--- src/rtl/mem_port_arbiter.sv ---
`default_nettype none
// ============================================================================
// Module   : mem_port_arbiter
// Purpose  : Shares one unified memory port between instruction fetch and
//            the load/store stage. Data side has priority. Drives a
//            variable-latency req/ready handshake, returns read data with
//            one-cycle done strobes, generates pipeline stalls, and aborts
//            transactions the memory never acknowledges (sticky bus_err).
// Ports    : clk, rst_n               - clock, async active-low reset
//            if_req/if_addr           - fetch request (level, held to done)
//            if_rdata/if_done/if_stall- fetch response and stall
//            dm_rd/dm_wr/dm_addr/dm_wdata/dm_size - load/store request
//            dm_rdata/dm_done/dm_stall- data response and stall
//            mem_req/mem_we/mem_addr/mem_wdata/mem_size - registered bus
//            mem_ready/mem_rdata      - memory acknowledge and read data
//            bus_err                  - sticky watchdog timeout flag
// Revision : 1.0 - initial release
// ============================================================================
module mem_port_arbiter #(
    parameter int ADDR_W  = 32,
    parameter int DATA_W  = 32,
    parameter int TIMEOUT = 15
) (
    input  logic              clk,
    input  logic              rst_n,
    input  logic              if_req,
    input  logic [ADDR_W-1:0] if_addr,
    output logic [DATA_W-1:0] if_rdata,
    output logic              if_done,
    output logic              if_stall,
    input  logic              dm_rd,
    input  logic              dm_wr,
    input  logic [ADDR_W-1:0] dm_addr,
    input  logic [DATA_W-1:0] dm_wdata,
    input  logic [1:0]        dm_size,
    output logic [DATA_W-1:0] dm_rdata,
    output logic              dm_done,
    output logic              dm_stall,
    output logic              mem_req,
    output logic              mem_we,
    output logic [ADDR_W-1:0] mem_addr,
    output logic [DATA_W-1:0] mem_wdata,
    output logic [1:0]        mem_size,
    input  logic              mem_ready,
    input  logic [DATA_W-1:0] mem_rdata,
    output logic              bus_err
);

    localparam int              c_cnt_w    = (TIMEOUT < 2) ? 1 : $clog2(TIMEOUT + 1);
    localparam logic [c_cnt_w-1:0] c_cnt_last = c_cnt_w'(TIMEOUT - 1);
    localparam logic [c_cnt_w-1:0] c_cnt_one  = c_cnt_w'(1);
    localparam logic [1:0]      c_size_word = 2'b10;

    localparam logic [1:0] c_st_idle  = 2'd0;
    localparam logic [1:0] c_st_data  = 2'd1;
    localparam logic [1:0] c_st_fetch = 2'd2;

    logic [1:0]         r_state;
    logic [1:0]         w_state_nxt;
    logic [c_cnt_w-1:0] r_cnt;
    logic               r_mem_req;
    logic               r_mem_we;
    logic [ADDR_W-1:0]  r_mem_addr;
    logic [DATA_W-1:0]  r_mem_wdata;
    logic [1:0]         r_mem_size;
    logic [DATA_W-1:0]  r_if_rdata;
    logic [DATA_W-1:0]  r_dm_rdata;
    logic               r_if_done;
    logic               r_dm_done;
    logic               r_bus_err;

    logic               w_dm_req;
    logic               w_dm_pend;
    logic               w_if_pend;
    logic               w_busy;
    logic               w_timeout;
    logic               w_finish;
    logic [1:0]         w_dm_size;
    logic [DATA_W-1:0]  w_cap_data;

    // A requester whose done is high this cycle still holds its request;
    // masking it keeps IDLE from re-issuing the transaction just completed.
    assign w_dm_req  = dm_rd | dm_wr;
    assign w_dm_pend = w_dm_req & ~r_dm_done;
    assign w_if_pend = if_req & ~r_if_done;

    assign w_busy    = (r_state != c_st_idle);
    // The counter holds the number of elapsed wait cycles; the last one
    // allowed is TIMEOUT-1, so mem_req stays high exactly TIMEOUT cycles.
    assign w_timeout = w_busy & ~mem_ready & (r_cnt == c_cnt_last);
    assign w_finish  = w_busy & (mem_ready | w_timeout);

    // Aborted reads return zero rather than whatever is on the bus.
    assign w_cap_data = mem_ready ? mem_rdata : '0;
    // Size code 11 is presented to memory as a word access.
    assign w_dm_size  = (dm_size == 2'b11) ? c_size_word : dm_size;

    // ------------------------------------------------------------------------
    // FSM: next-state logic
    // ------------------------------------------------------------------------
    always_comb begin
        w_state_nxt = r_state;
        case (r_state)
            c_st_idle: begin
                if (w_dm_pend)      w_state_nxt = c_st_data;
                else if (w_if_pend) w_state_nxt = c_st_fetch;
            end
            c_st_data,
            c_st_fetch: begin
                if (w_finish) w_state_nxt = c_st_idle;
            end
            default: w_state_nxt = c_st_idle;
        endcase
    end

    // ------------------------------------------------------------------------
    // FSM: state register
    // ------------------------------------------------------------------------
    always_ff @(posedge clk or negedge rst_n) begin
        if (!rst_n) r_state <= c_st_idle;
        else        r_state <= w_state_nxt;
    end

    // ------------------------------------------------------------------------
    // Bus, watchdog and response registers
    // ------------------------------------------------------------------------
    always_ff @(posedge clk or negedge rst_n) begin
        if (!rst_n) begin
            r_cnt       <= '0;
            r_mem_req   <= 1'b0;
            r_mem_we    <= 1'b0;
            r_mem_addr  <= '0;
            r_mem_wdata <= '0;
            r_mem_size  <= 2'b00;
            r_if_rdata  <= '0;
            r_dm_rdata  <= '0;
            r_if_done   <= 1'b0;
            r_dm_done   <= 1'b0;
            r_bus_err   <= 1'b0;
        end else begin
            r_if_done <= 1'b0;
            r_dm_done <= 1'b0;
            case (r_state)
                c_st_idle: begin
                    r_cnt <= '0;
                    if (w_dm_pend) begin
                        r_mem_req   <= 1'b1;
                        r_mem_we    <= dm_wr;
                        r_mem_addr  <= dm_addr;
                        r_mem_wdata <= dm_wdata;
                        r_mem_size  <= w_dm_size;
                    end else if (w_if_pend) begin
                        r_mem_req   <= 1'b1;
                        r_mem_we    <= 1'b0;
                        r_mem_addr  <= if_addr;
                        r_mem_wdata <= '0;
                        r_mem_size  <= c_size_word;
                    end
                end
                c_st_data,
                c_st_fetch: begin
                    if (w_finish) begin
                        r_mem_req <= 1'b0;
                        if (w_timeout) r_bus_err <= 1'b1;
                        if (r_state == c_st_fetch) begin
                            r_if_done  <= 1'b1;
                            r_if_rdata <= w_cap_data;
                        end else begin
                            r_dm_done <= 1'b1;
                            if (!r_mem_we) r_dm_rdata <= w_cap_data;
                        end
                    end else begin
                        r_cnt <= r_cnt + c_cnt_one;
                    end
                end
                default: r_mem_req <= 1'b0;
            endcase
        end
    end

    assign mem_req   = r_mem_req;
    assign mem_we    = r_mem_we;
    assign mem_addr  = r_mem_addr;
    assign mem_wdata = r_mem_wdata;
    assign mem_size  = r_mem_size;
    assign if_rdata  = r_if_rdata;
    assign dm_rdata  = r_dm_rdata;
    assign if_done   = r_if_done;
    assign dm_done   = r_dm_done;
    assign bus_err   = r_bus_err;

    assign if_stall  = if_req & ~r_if_done;
    assign dm_stall  = w_dm_req & ~r_dm_done;

endmodule
`default_nettype wire
--- config.mk ---
export PLATFORM = sky130hd
export DESIGN_NAME = mem_port_arbiter
export DESIGN_NICKNAME = d
export VERILOG_FILES = /design/src/rtl/mem_port_arbiter.sv
export SDC_FILE = /design/constraint.sdc
export NUM_CORES = 1
export LEC_CHECK = 0
export BUFFER_PORTS_ARGS = -buffer_cell sky130_fd_sc_hd__buf_4
export CORE_ASPECT_RATIO = 0.8
export CORE_MARGIN = 2
export CORE_UTILIZATION = 47
export DETAILED_ROUTE_END_ITERATION = 6
export GPL_ROUTABILITY_DRIVEN = 0
export GPL_TIMING_DRIVEN = 1
export PLACE_DENSITY = 0.77
export SLEW_MARGIN = 10
export SYNTH_ARGS = -nofsm -noshare
export SYNTH_HDL_FRONTEND = slang
export SYNTH_SLANG_ARGS = --single-unit
--- constraint.sdc ---
create_clock -name clk -period 2.4 [get_ports clk]
set_input_delay 0 -clock clk [delete_from_list [all_inputs] [get_ports clk]]
set_output_delay 0 -clock clk [all_outputs]
set_load 0.02 [all_outputs]
==> run_results.csv <==
group,metric,value,unit
power,switching_share,39.0,%
timing,rsz0062_at_grt,"false",
timing,period_share,96.0,%
detailed_routing,avgRoutedWirePerCell,19.9,um
clock_tree,htreeDepth,4,
global_route,grt-ovfl-total,0,
detailed_routing,ant_nets,0,
timing,finalSetupViolations,0,
worst_setup_path,end_kind,"flop",
worst_setup_path,crit_chain,"o21bai_4 > buf_4 > mux2_2 > dlygate4sd3_1 > mux2_2",
timing,min_period,2.30,ns
layout,nNetsFinal,991,
clock_tree,cts_sinks,141,
detailed_routing,drt_wl_total,20600,um
power,p_int,0.00805,W
placement,dp_hpwl,11900,um
yosys,synth_simple_gate_area_share,3.90,%
power,p_sw,0.00515,W
yosys,synth_cells,448,
clock_tree,cts_setup_buffers,0,
power,p_seq_share,32.7,%
yosys,synth.most_common_cell,"dfrtp_1",
global_route,antenna_found_initial,0,
yosys,synth-edff-count,0,
yosys,syn_area,5870,um^2
floorplan,die_h,104,um
timing,hold_viol,0,
flow_run,drv_cap,0,
yosys,avgSynthCellArea,13.1,um^2
worst_setup_path,crit_type,"reg2reg",
hold_path,min_path_type,"in2reg",
layout,final.fill_count,631,
worst_setup_path,cpMostUsedCell,"mux2_2",
yosys,synth_seq_area_share,60.1,%
yosys,synth_nets,588,
floorplan,fp.coreArea,12200,um^2
clock_tree,root_buffer,"clkbuf_16",
power,leakage,5.13,nW
power,powerDensity,1320,nW/um^2
yosys,synth_common_cells,"dfrtp_1 (141), a22o_1 (65), mux2_2 (64), inv_1 (40), nand2_1 (35)",
detailed_routing,drtIter0Drc,292,
yosys,yosys-mux-area-fraction,17.9,%
layout,fin_util,81.8,%
worst_setup_path,cp.required,2.71,ns
clock_tree,cts_tree,"yes",
yosys,synth-seq-cells,141,
timing,tightestPinTransition,0.809,ns
floorplan,fp.dieW,129,um
yosys,synth_top_family_by_area,"multiplexers",
detailed_routing,viasPerCell,5.18,
floorplan,dieArea,13400,um^2
floorplan,io_pins,273,
clock_tree,numCtsBuffers,17,
yosys,ys_async_sr_fraction,100,%
timing,drv_slew,0,
global_route,grt_max_degree,64,
power,clockPowerShare,18.6,%
clock_tree,worstSkewPairLatency,0.43,ns
yosys,synth_cell_types,36,
timing,max_freq,0.434,GHz
worst_setup_path,cp_slowest_cell,"dlygate4sd3_1",
floorplan,start_util,48.1,%
clock_tree,clk_path_buf_depth,2,
yosys,synth_xor_area_share,0,%
timing,tns,0,ns
worst_setup_path,startpoint_type,"flop",
worst_setup_path,critical_path_peak_fanout,35,
global_route,grt_pass1_vias,5852,
yosys,synth-compound-area-share,12.1,%
clock_tree,clk_pin_slew,0.06,ns
layout,area_growth_syn_to_layout,70.0,%
worst_setup_path,crit_family,"buffers and inverters",
timing,worst_clock_skew,0.00878,ns
yosys,synth_largest_area_cell,"dfrtp_1",
yosys,ys_warn_count,0,
detailed_routing,drc_errors,0,
detailed_routing,firstDrtPassIters,5,
timing,relSlewSlack,45.9,%
worst_setup_path,crit_buf_inv,2,
yosys,synth.area.top_cells,"dfrtp_1 (60%), mux2_2 (12%), a22o_1 (9.7%), mux2i_1 (5.6%), inv_1 (2.6%)",
yosys,synth-adder-area-share,0.852,%
power,ir_worst_vdd,0.719,mV
floorplan,rows,36,
layout,layout-drive-gt1-share,44.7,%
detailed_routing,vias,5358,
yosys,synthFlopType,"dfrtp_1",
yosys,yosysTopAreaCellShare,60.1,%
run_status,outcome,"completed",
global_route,track_usage,31.2,%
global_route,grt_pass1_wl,31600,um
placement,port-buffer-count,272,
power,p_comb_share,48.7,%
worst_setup_path,critPathMaxStageDelay,0.58,ns
worst_setup_path,critPathArrivalTime,2.61,ns
layout,insertedDiodeCount,0,
-- kinds of logic (layout without fill, tap and decap cells) --
group | after synthesis | after routing
compound gates | 84 | 84
buf+inv | 71 | 487
flops | 141 | 141
mux | 97 | 97
simple gates | 51 | 51
fa+ha+maj | 4 | 4
-- layout by cell type, fill, tap and decap left out, types with 3 or more instances in the layout --
cell type        n
buf_4          278
clkinvlp_4       3
clkinv_2         7
mux2i_1         33
mux2_2          64
dfrtp_1        141
clkbuf_16       17
inv_1           40
ha_1             3
nand2b_1         3
a22o_1          65
nand3_1          3
nand2_1         35
dlygate4sd3_1  133
-- final timing paths --
| kind | start | to | cells after the start | slack (ns) |
|---|---|---|---|---|
| max reg2reg | dm_done | mem_addr[3] | 5 | 0.1 |
| max in group asynchronous | rst_n | if_rdata[16] | 3 | 1.44 |
| min reg2reg | mem_req | mem_req | 1 | 0.50 |
| min in group asynchronous | rst_n | if_rdata[6] | 2 | 0.14 |
| max | dm_done | mem_addr[3] | 5 | 0.1 |
| min | dm_rd | r_state[0] | 5 | 0.01 |
-- tightest hold or removal path, delay by kind of cell --
kind | cells | cell delay [ns]
simple gates | 1 | 0.06
compound gates | 2 | 0.15
buf+inv | 2 | 0.18
-- flip-flops by register name (all words and copies together) (netlist names) --
register   count
bus_err        1
dm_done        1
dm_rdata      32
if_done        1
if_rdata      32
mem_addr      32
mem_req        1
mem_size       2
mem_wdata     32
mem_we         1
r_cnt          4
r_state        2
-- metrics by stage --
step | power [W] | hold slack [ns] | instances | cell area, um^2 | setup WS, ns
2_1_floorplan | 0.00750 | -0.296 | 448 | 5870 | 0.564
3_3_place_gp | 0.00998 | 0.0110 | 870 | 8100 | 0.443
3_5_place_dp | 0.0102 | 0.0237 | 870 | 8100 | 0.340
4_1_cts | 0.0130 | 0.00123 | 1035 | 9990 | 0.103
5_1_grt | 0.0138 | 0.0196 | 1035 | 9990 | 0.00405
6_report | 0.0132 | 0.0103 | 1035 | 9990 | 0.0954
-- area by class of cell --
class | instances | area [um^2] | share of cell area [%]
clock buffers | 20 | 457 | 4.57
clock inverters | 12 | 96.3 | 0.965
inverters | 41 | 154 | 1.54
multi-input cells | 236 | 2070 | 20.7
flip-flops and latches | 141 | 3530 | 35.3
well taps | 171 | 214 | 2.14
repair buffers | 414 | 3470 | 34.7
-- metal layers --
layer	GRT usage [%]	part of all wire, %	up-vias
met3	7.61	6.5	53
li1	-	-	2381
met1	36.3	38	2644
met2	54.2	51	280
met4	14.4	4.1	0
met5	0	0	-
-- what timing repair did --
item                                   in CTS  in global routing
gates resized for setup                     0                  1
setup endpoints to repair                   0                  1
hold buffers                              133                  0
endpoints found under the hold margin     192                  0
-- power by group through the flow --
stage | Clock (W) | Combinational (W) | Sequential, W
after detailed placement | 0 | 0.00597 | 0.00423
after floorplan | 0 | 0.00205 | 0.00546
after global placement | 0 | 0.00581 | 0.00417
after CTS | 0.00248 | 0.00628 | 0.00423
final | 0.00246 | 0.00642 | 0.00432
after global routing | 0.00261 | 0.00674 | 0.00442
Power figures use the tool's default switching activity.
